===== src/rtl/dac_sweep_ctrl.sv =====
// DAC code sweep sequencer: steps the DAC through a code range, averages 2^navg
// ADC conversions per point and hands each (code, average) pair to a sink.
module dac_sweep_ctrl #(
  parameter int DW  = 12,
  parameter int AW  = 12,
  parameter int NL2 = 4
) (
  input  logic                       clk_i,
  input  logic                       rst_ni,
  input  logic                       go_i,
  input  logic                       abort_i,
  input  logic [DW-1:0]              code_start_i,
  input  logic [DW-1:0]              code_stop_i,
  input  logic [DW-1:0]              code_step_i,
  input  logic [$clog2(NL2+1)-1:0]   navg_i,
  output logic [DW-1:0]              dac_code_o,
  output logic                       conv_start_o,
  output logic                       conv_ack_o,
  input  logic                       conv_eoc_i,
  input  logic [AW-1:0]              adc_data_i,
  output logic                       smp_valid_o,
  input  logic                       smp_ready_i,
  output logic [DW-1:0]              smp_code_o,
  output logic [AW-1:0]              smp_data_o,
  output logic                       busy_o,
  output logic                       done_o
);

  // state   | meaning
  // IDLE    | waiting for go_i
  // START   | conv_start_o pulse for the current code
  // WAIT_LO | waiting for the conversion FSM to leave idle (eoc low)
  // WAIT_HI | conversion running, waiting for eoc high
  // ACC     | accumulate ADC result, conv_ack_o pulse
  // EMIT    | averaged sample offered to the sink
  // NEXT    | clear accumulator, advance code or finish
  // DONE    | done_o pulse

  localparam int NW = $clog2(NL2 + 1);
  localparam int XW = AW + NL2;

  typedef enum logic [2:0] {
    S_IDLE, S_START, S_WAIT_LO, S_WAIT_HI, S_ACC, S_EMIT, S_NEXT, S_DONE
  } state_t;

  state_t          state;
  logic [DW-1:0]   code;
  logic [DW-1:0]   stop_r;
  logic [DW-1:0]   step_r;
  logic [NW-1:0]   navg_r;
  logic [XW-1:0]   acc;
  logic [NL2:0]    cnt;
  logic            abort_pend;

  logic [NW-1:0]   navg_clamp;
  logic [XW-1:0]   acc_sum;
  logic [NL2:0]    cnt_inc;
  logic [NL2:0]    cnt_target;
  logic [DW:0]     sum;
  logic            abort_now;

  assign navg_clamp = (navg_i > NW'(NL2)) ? NW'(NL2) : navg_i;
  assign acc_sum    = acc + XW'(adc_data_i);
  assign cnt_inc    = cnt + 1'b1;
  assign cnt_target = (NL2 + 1)'(1) << navg_r;
  // One extra bit so a code overflow is seen as "past stop" instead of wrapping
  assign sum        = {1'b0, code} + {1'b0, step_r};
  assign abort_now  = abort_pend | abort_i;
  assign dac_code_o = code;

  always_ff @(posedge clk_i or negedge rst_ni) begin
    if (!rst_ni) begin
      state        <= S_IDLE;
      code         <= '0;
      stop_r       <= '0;
      step_r       <= '0;
      navg_r       <= '0;
      acc          <= '0;
      cnt          <= '0;
      abort_pend   <= 1'b0;
      conv_start_o <= 1'b0;
      conv_ack_o   <= 1'b0;
      smp_valid_o  <= 1'b0;
      smp_code_o   <= '0;
      smp_data_o   <= '0;
      busy_o       <= 1'b0;
      done_o       <= 1'b0;
    end else begin
      conv_start_o <= 1'b0;
      conv_ack_o   <= 1'b0;
      done_o       <= 1'b0;
      if (state != S_IDLE && abort_i) abort_pend <= 1'b1;

      case (state)
        S_IDLE: begin
          if (go_i) begin
            code         <= code_start_i;
            stop_r       <= code_stop_i;
            step_r       <= code_step_i;
            navg_r       <= navg_clamp;
            acc          <= '0;
            cnt          <= '0;
            abort_pend   <= abort_i;
            busy_o       <= 1'b1;
            conv_start_o <= 1'b1;
            state        <= S_START;
          end
        end
        S_START: state <= S_WAIT_LO;
        S_WAIT_LO: if (!conv_eoc_i) state <= S_WAIT_HI;
        S_WAIT_HI: begin
          if (conv_eoc_i) begin
            conv_ack_o <= 1'b1;
            state      <= S_ACC;
          end
        end
        S_ACC: begin
          acc <= acc_sum;
          cnt <= cnt_inc;
          if (abort_now) begin
            done_o <= 1'b1;
            state  <= S_DONE;
          end else if (cnt_inc == cnt_target) begin
            smp_valid_o <= 1'b1;
            smp_code_o  <= code;
            smp_data_o  <= AW'(acc_sum >> navg_r);
            state       <= S_EMIT;
          end else begin
            conv_start_o <= 1'b1;
            state        <= S_START;
          end
        end
        S_EMIT: begin
          if (smp_ready_i) begin
            smp_valid_o <= 1'b0;
            state       <= S_NEXT;
          end
        end
        S_NEXT: begin
          acc <= '0;
          cnt <= '0;
          if (step_r == '0 || sum > {1'b0, stop_r} || abort_now) begin
            done_o <= 1'b1;
            state  <= S_DONE;
          end else begin
            code         <= sum[DW-1:0];
            conv_start_o <= 1'b1;
            state        <= S_START;
          end
        end
        S_DONE: begin
          acc        <= '0;
          cnt        <= '0;
          abort_pend <= 1'b0;
          busy_o     <= 1'b0;
          state      <= S_IDLE;
        end
        default: state <= S_IDLE;
      endcase
    end
  end

endmodule


===== config.mk =====
export PLATFORM = sky130hd
export DESIGN_NAME = dac_sweep_ctrl
export DESIGN_NICKNAME = d
export VERILOG_FILES = /design/src/rtl/dac_sweep_ctrl.sv
export SDC_FILE = /design/constraint.sdc
export NUM_CORES = 1
export LEC_CHECK = 0
export ABC_AREA = 1
export CORE_UTILIZATION = 40
export CTS_CLUSTER_DIAMETER = 30
export DETAILED_ROUTE_END_ITERATION = 10
export MAX_ROUTING_LAYER = met4
export REMOVE_ABC_BUFFERS = 1
export SETUP_SLACK_MARGIN = 0.2
export SYNTH_ARGS = -nofsm -noshare
export SYNTH_HDL_FRONTEND = slang
export SYNTH_SLANG_ARGS = --single-unit
export TNS_END_PERCENT = 10

===== constraint.sdc =====
create_clock -name clk_i -period 4.19 [get_ports clk_i]
set_clock_uncertainty 0.05 [all_clocks]
set_input_delay 1.0475 -clock clk_i [delete_from_list [all_inputs] [get_ports clk_i]]
set_output_delay 1.0475 -clock clk_i [all_outputs]
set_load 0.05 [all_outputs]

Word-level counts from Yosys, hierarchy flattened --
Cells that the tools add are included. Widths: inputs -> output; s select.
Storage, ports and cells: register bits after elaboration 93, input bits 57, output and inout port bits 41, logic and storage cells 92
Cells by class: add/sub/neg operators 3, $lt $le $gt $ge 2, equal/unequal tests 15, shifts and indexed selects 2, muxes and demuxes 35, bitwise operators 2, reduce and logical (&&, ||, !) cells 18
Operators with widths (number):
- $pmux 16 s3 | 1
- $mux 12 | 2
- $mux 3 | 8
- $pmux 12 s2 | 1
- $pmux 3 s8 | 1
- $add 16x12->16 | 1
- $mux 16 | 1
- $shr 16x3->12 | 1
- $pmux 5 s3 | 1
- $mux 1 | 14
- $ne 2x2->1 const B | 7
- $add 12x12->13 | 1
- $gt 13x12->1 | 1
- $eq 3x3->1 const B | 4
- $logic_not 12->1 | 1
- $pmux 1 s2 | 4
- $reduce_and 4->1 | 2
- $eq 3x2->1 const B | 2
- $reduce_and 2->1 | 3
- $reduce_and 3->1 | 2
- $reduce_bool 2->1 | 3
- $reduce_bool 3->1 | 2
- $add 5x1->5 const B | 1
- $eq 5x5->1 | 1
- 11 further kinds | 12

Depth between registers and ports, before layout --
word-level depth 6, gate-level depth with buffers 22, mapped depth without buffers 22

Worst setup path after synthesis --
Ideal clock, no wire load.
kind flip-flop to flip-flop, start point reg code[0], in the netlist dac_code_o[0], end point reg code[10], in the netlist dac_code_o[10], setup time 0.083 ns, data arrival time 3.352 ns, data required time 4.057 ns, setup slack 0.706 ns, cell stages (with the launch flop) 22, path buffers 1, clock period less this slack 3.484 ns, path through dfrtp_1 -> ha_1 -> inv_1 -> fa_1 -> nand3b_1 -> nand2_1 -> a21oi_1 -> o21ai_1 -> nand2_1 -> nand2_1 -> nand2_1 -> and2_1 -> ha_1 -> a21o_1 -> a21oi_1 -> nand2_1 -> nand2_1 -> nand4_1 -> nand2_1 -> buf_2 -> nand2_1 -> o21ai_0
On the way: word-level cells in the longest chain between the ends 6, elaborated cells between the ends (all ways) 8, classes of those cells add/sub: 1; order compare: 1; eq/ne: 1; mux: 2; reduce/logical: 3
RTL lines:
- start: declaration | line 47 | logic [DW-1:0] code;
- start signal: assignment | line 97 | code <= code_start_i;
- start signal: assignment | line 146 | code <= sum[DW-1:0];
- $add 12x12->13 (*) | line 67 | assign sum = {1'b0, code} + {1'b0, step_r};
- $gt 13x12->1 | line 142 | if (step_r == '0 || sum > {1'b0, stop_r} || abort_now) begin
- $logic_or 1x1->1 (2 in series) | line 142
- $ne 2x2->1 (no line)
- $reduce_and 3->1 (no line)
Mark *: on every way between the ends. The rest lies on a longest branch, timed or not. The select of a mux whose other input is x is not followed. A chain may end at the register's enable or synchronous reset.

Final worst setup path --
start point reg code[0], in the netlist dac_code_o[0], end point reg code[9], in the netlist dac_code_o[9]
Same word-level chain as after synthesis.

==> results.rst <==
.. list-table::
   :header-rows: 1

   * - Metric
     - Value
   * - Synth Area per Inst
     - 7.11 sq um
   * - Met1 routed wirelength after detailed routing
     - 8430 microns
   * - First-pass GRT wire length
     - 27400 microns
   * - Die height
     - 125 microns
   * - Number of violations reported at the end of detailed-routing iteration 0
     - 277
   * - Startpoint of the most critical setup path
     - dac_code_o[0]
   * - Die area
     - 0.0155 sq mm
   * - Reported max-cap violation count
     - 0
   * - Multi-input combinational cell area
     - 0.00317 sq mm
   * - Worst-path fanout max
     - 24
   * - Hold path startpoint
     - smp_code_o[7]
   * - Core footprint
     - 0.0146 sq mm
   * - Antenna violations before repair
     - 0
   * - Final GP Congestion
     - 0.923
   * - Peak ir drop on the vdd network
     - 0.000330 V
   * - Post-detailed-routing wire length
     - 16200 microns
   * - Total leakage power
     - 3.82 nW
   * - Hold buffer count at CTS
     - 0
   * - Instance count along the most critical hold path
     - 2
   * - Synth Area in Compound Gates
     - 10.4%
   * - Final Hold Vio Count
     - 0
   * - Post-CTS Setup Inserts
     - 0
   * - End point of the worst hold path
     - smp_code_o[7]
   * - Max-slew headroom at the worst pin
     - 54.8%
   * - Clock period minus final worst setup slack
     - 3500 ps
   * - R2r worst-path depth
     - 22
   * - FF/Latch Area
     - 0.00233 sq mm
   * - Final cell count without fillers
     - 1125
   * - Power per cell area
     - 860 mW/mm^2
   * - FF-to-FF End
     - dac_code_o[9]
   * - Number of filler cells placed in the layout
     - 1475
   * - # resized after CTS
     - 0
   * - Kind of capture point of the worst setup path
     - flip-flop
   * - Dominant combinational cell family by area after synthesis
     - simple AND/OR/NAND/NOR gates
   * - Ratio of final minimum period to clock period
     - 83.5%
   * - Clock tree from TritonCTS
     - yes
   * - Number of instances in the synthesized netlist
     - 844
   * - Area growth from synthesis to layout
     - 24.1%
   * - FF-to-FF Start
     - dac_code_o[0]
   * - Share of the yosys chip area belonging to registers
     - 38.8%
   * - Ratio of cells with drive above 1 in the final layout
     - 3.83%
   * - Synth warnings
     - 0
   * - Die outline width
     - 125 microns
   * - Worst min path class
     - reg -> reg
   * - HPWL after detailed placement
     - 12300 microns
   * - Drt drc
     - 0
   * - Setup Crit Path Kind
     - reg -> reg
   * - Clock latency of the later-clocked register in the worst-skew pair
     - 350 ps
   * - Outcome
     - completed
   * - Length of routed met2 wiring
     - 7030 microns
   * - Largest net degree at the start of global routing
     - 52
   * - Total grt overflow
     - 0
   * - Unrepaired setup endpoints after global routing
     - false
   * - Sinks on Clock Net
     - 93
   * - Total routing resource utilization after global routing
     - 22.8%
   * - CTS buffer count
     - 9
   * - Flop-to-flop setup slack
     - 690 ps
   * - Placed instance count
     - 1109
   * - Number of unique standard cell types used by synthesis
     - 36
   * - Final-layout worst hold slack
     - 439 ps
   * - Clock input transition at the sequential cells of the worst setup and hold paths
     - 70 ps
   * - Final Max Slew Viols
     - 0
   * - Worst Path Arrival
     - 3690 ps
   * - Count of input and output buffers
     - 97
   * - Share of synthesized cell area in full adder, half adder and majority cells
     - 8.38%
   * - CTS Root Cell
     - sky130_fd_sc_hd__clkbuf_16
   * - Share of synthesized cell area in and, or, nand and nor gates
     - 31.0%
   * - Multiplexer share of the synthesized area
     - 0%
   * - H-tree depth
     - 3
   * - Std-Cell Rows
     - 44
   * - Via count of the first global-routing pass
     - 5412
   * - Netlist Area Pre-Place
     - 0.00600 sq mm
   * - Final total negative setup slack
     - 0 ps
   * - Share of the synthesized netlist area taken by xor and xnor gates
     - 2.92%
   * - Worst Max-Slew Pin Slew
     - 679 ps
   * - Final routed wire length divided by cell count
     - 14.4 microns
   * - Routed vias/inst
     - 4.95
   * - Count of final setup violators
     - 0
   * - Bufs on Longest Clock Path
     - 2
   * - Startpoint kind of the worst setup timing path
     - flip-flop
   * - Total number of vias
     - 5570
   * - Sum of met3 wire segment lengths after detailed routing
     - 598 microns
   * - Max frequency
     - 0.286 GHz
   * - Final net count
     - 1032
   * - Data required time of the critical path
     - 4390 ps
   * - Seq cells post-synth
     - 93
   * - Diode count
     - 0
   * - Total I/O pin count
     - 98
   * - Number of detailed-route iterations in the first pass
     - 5
   * - Initial Util
     - 41.1%
   * - Max Used Layer
     - met4
   * - Detail Route Antenna Nets
     - 0
-- report_power, final --
| part | switching (mW) | internal (mW) |
|---|---|---|
| Sequential | 0.328 | 1.25 |
| Clock | 0.374 | 0.525 |
| Combinational | 2.57 | 1.36 |
-- synth_stat cells (all sizes together) --
cell type | number | share of area [%]
a21boi | 1 | 0.13
a21o | 5 | 0.63
a21oi | 34 | 2.8
a22o | 4 | 0.58
and2 | 2 | 0.21
buf | 10 | 1.3
clkbuf | 13 | 0.83
dfrtp | 93 | 39
fa | 2 | 0.67
ha | 37 | 7.7
inv | 101 | 6.4
nand2 | 307 | 19
nand3 | 69 | 5.8
nand3b | 2 | 0.25
nand4 | 7 | 0.83
nor2 | 53 | 3.6
nor3 | 10 | 0.83
nor4 | 1 | 0.10
o211ai | 1 | 0.13
o21ai | 62 | 5.2
o21bai | 1 | 0.13
o22ai | 5 | 0.52
o311ai | 2 | 0.29
or2 | 2 | 0.21
xnor2 | 9 | 1.3
xor2 | 11 | 1.6
-- state kept, by name, summed over array words and instances (netlist names) --
signal        flops
acc              16
step_r           12
busy_o            1
conv_start_o      1
navg_r            3
cnt               5
conv_ack_o        1
abort_pend        1
smp_code_o       12
done_o            1
smp_valid_o       1
state             3
stop_r           12
smp_data_o       12
dac_code_o       12
-- stage by stage --
stage	util [%]	setup WS [ps]	power, mW	area, sq um
floorplan	-	494	4.30	5870
global placement	48.9	655	5.48	7130
detailed placement	48.9	627	5.49	7130
CTS	51.1	703	6.42	7450
global route	51.1	333	6.98	7450
finish	51.1	692	6.41	7450
-- worst max-delay path, cell delays in order (launching register included) --
cell	delay (ps)
sky130_fd_sc_hd__dfrtp_1	370
sky130_fd_sc_hd__ha_1	180
sky130_fd_sc_hd__inv_1	60
sky130_fd_sc_hd__fa_1	410
sky130_fd_sc_hd__nand3b_1	170
sky130_fd_sc_hd__nand2_1	100
sky130_fd_sc_hd__a21oi_1	100
sky130_fd_sc_hd__o21ai_1	250
sky130_fd_sc_hd__nand2_1	120
sky130_fd_sc_hd__nand2_1	70
sky130_fd_sc_hd__nand2_1	60
sky130_fd_sc_hd__and2_1	140
sky130_fd_sc_hd__ha_1	290
sky130_fd_sc_hd__a21o_1	180
sky130_fd_sc_hd__a21oi_1	110
sky130_fd_sc_hd__nand2_1	60
sky130_fd_sc_hd__nand2_1	70
sky130_fd_sc_hd__nand4_1	70
sky130_fd_sc_hd__nand2_1	70
sky130_fd_sc_hd__buf_4	260
sky130_fd_sc_hd__inv_1	80
sky130_fd_sc_hd__nand2_1	80
sky130_fd_sc_hd__nand2_1	50
-- cell families (layout without fill, tap and decap cells) --
logic type               count (synthesis)  after routing
AND/OR/NAND/NOR                        453            453
buffers and inverters                  124            221
AO/OA/AOI/OAI                          115            115
flip-flops                              93             93
adder cells (fa/ha/maj)                 39             39
XOR/XNOR                                20             20
-- per-layer routing --
layer	vias up	track usage [%]
met5	-	-
met4	0	4.46
met3	8	3.31
met2	125	33.8
met1	2547	33.0
li1	2890	-
-- layout by cell type, fill, tap and decap left out, types with 15 or more instances in the layout --
master	synthesis	routed
sky130_fd_sc_hd__ha_1	37	37
sky130_fd_sc_hd__nand2_1	306	306
sky130_fd_sc_hd__nor2_1	50	49
sky130_fd_sc_hd__nand3_1	69	69
sky130_fd_sc_hd__o21ai_1	15	15
sky130_fd_sc_hd__clkdlybuf4s50_1	0	96
sky130_fd_sc_hd__dfrtp_1	93	93
sky130_fd_sc_hd__o21ai_0	47	47
sky130_fd_sc_hd__inv_1	97	97
sky130_fd_sc_hd__a21oi_1	34	34
-- how the worst max path moves through the flow --
stage | to | slack [ps] | cells after the start
floorplan | dac_code_o[9] | 490 | 21
global placement | smp_data_o[4] | 650 | 15
detailed placement | smp_data_o[4] | 630 | 15
CTS | dac_code_o[9] | 700 | 22
global route | dac_code_o[9] | 330 | 20
finish | dac_code_o[9] | 690 | 22
-- final cells by class --
cell class,count,area share (%)
Clock buffer,9,3.02
Clock inverter,7,1.31
Inverter,101,5.12
Multi-Input combinational cell,627,42.5
Sequential cell,93,31.2
Tap cell,184,3.09
Timing Repair Buffer,104,13.7
No activity file was read; power rests on OpenSTA's default activity.
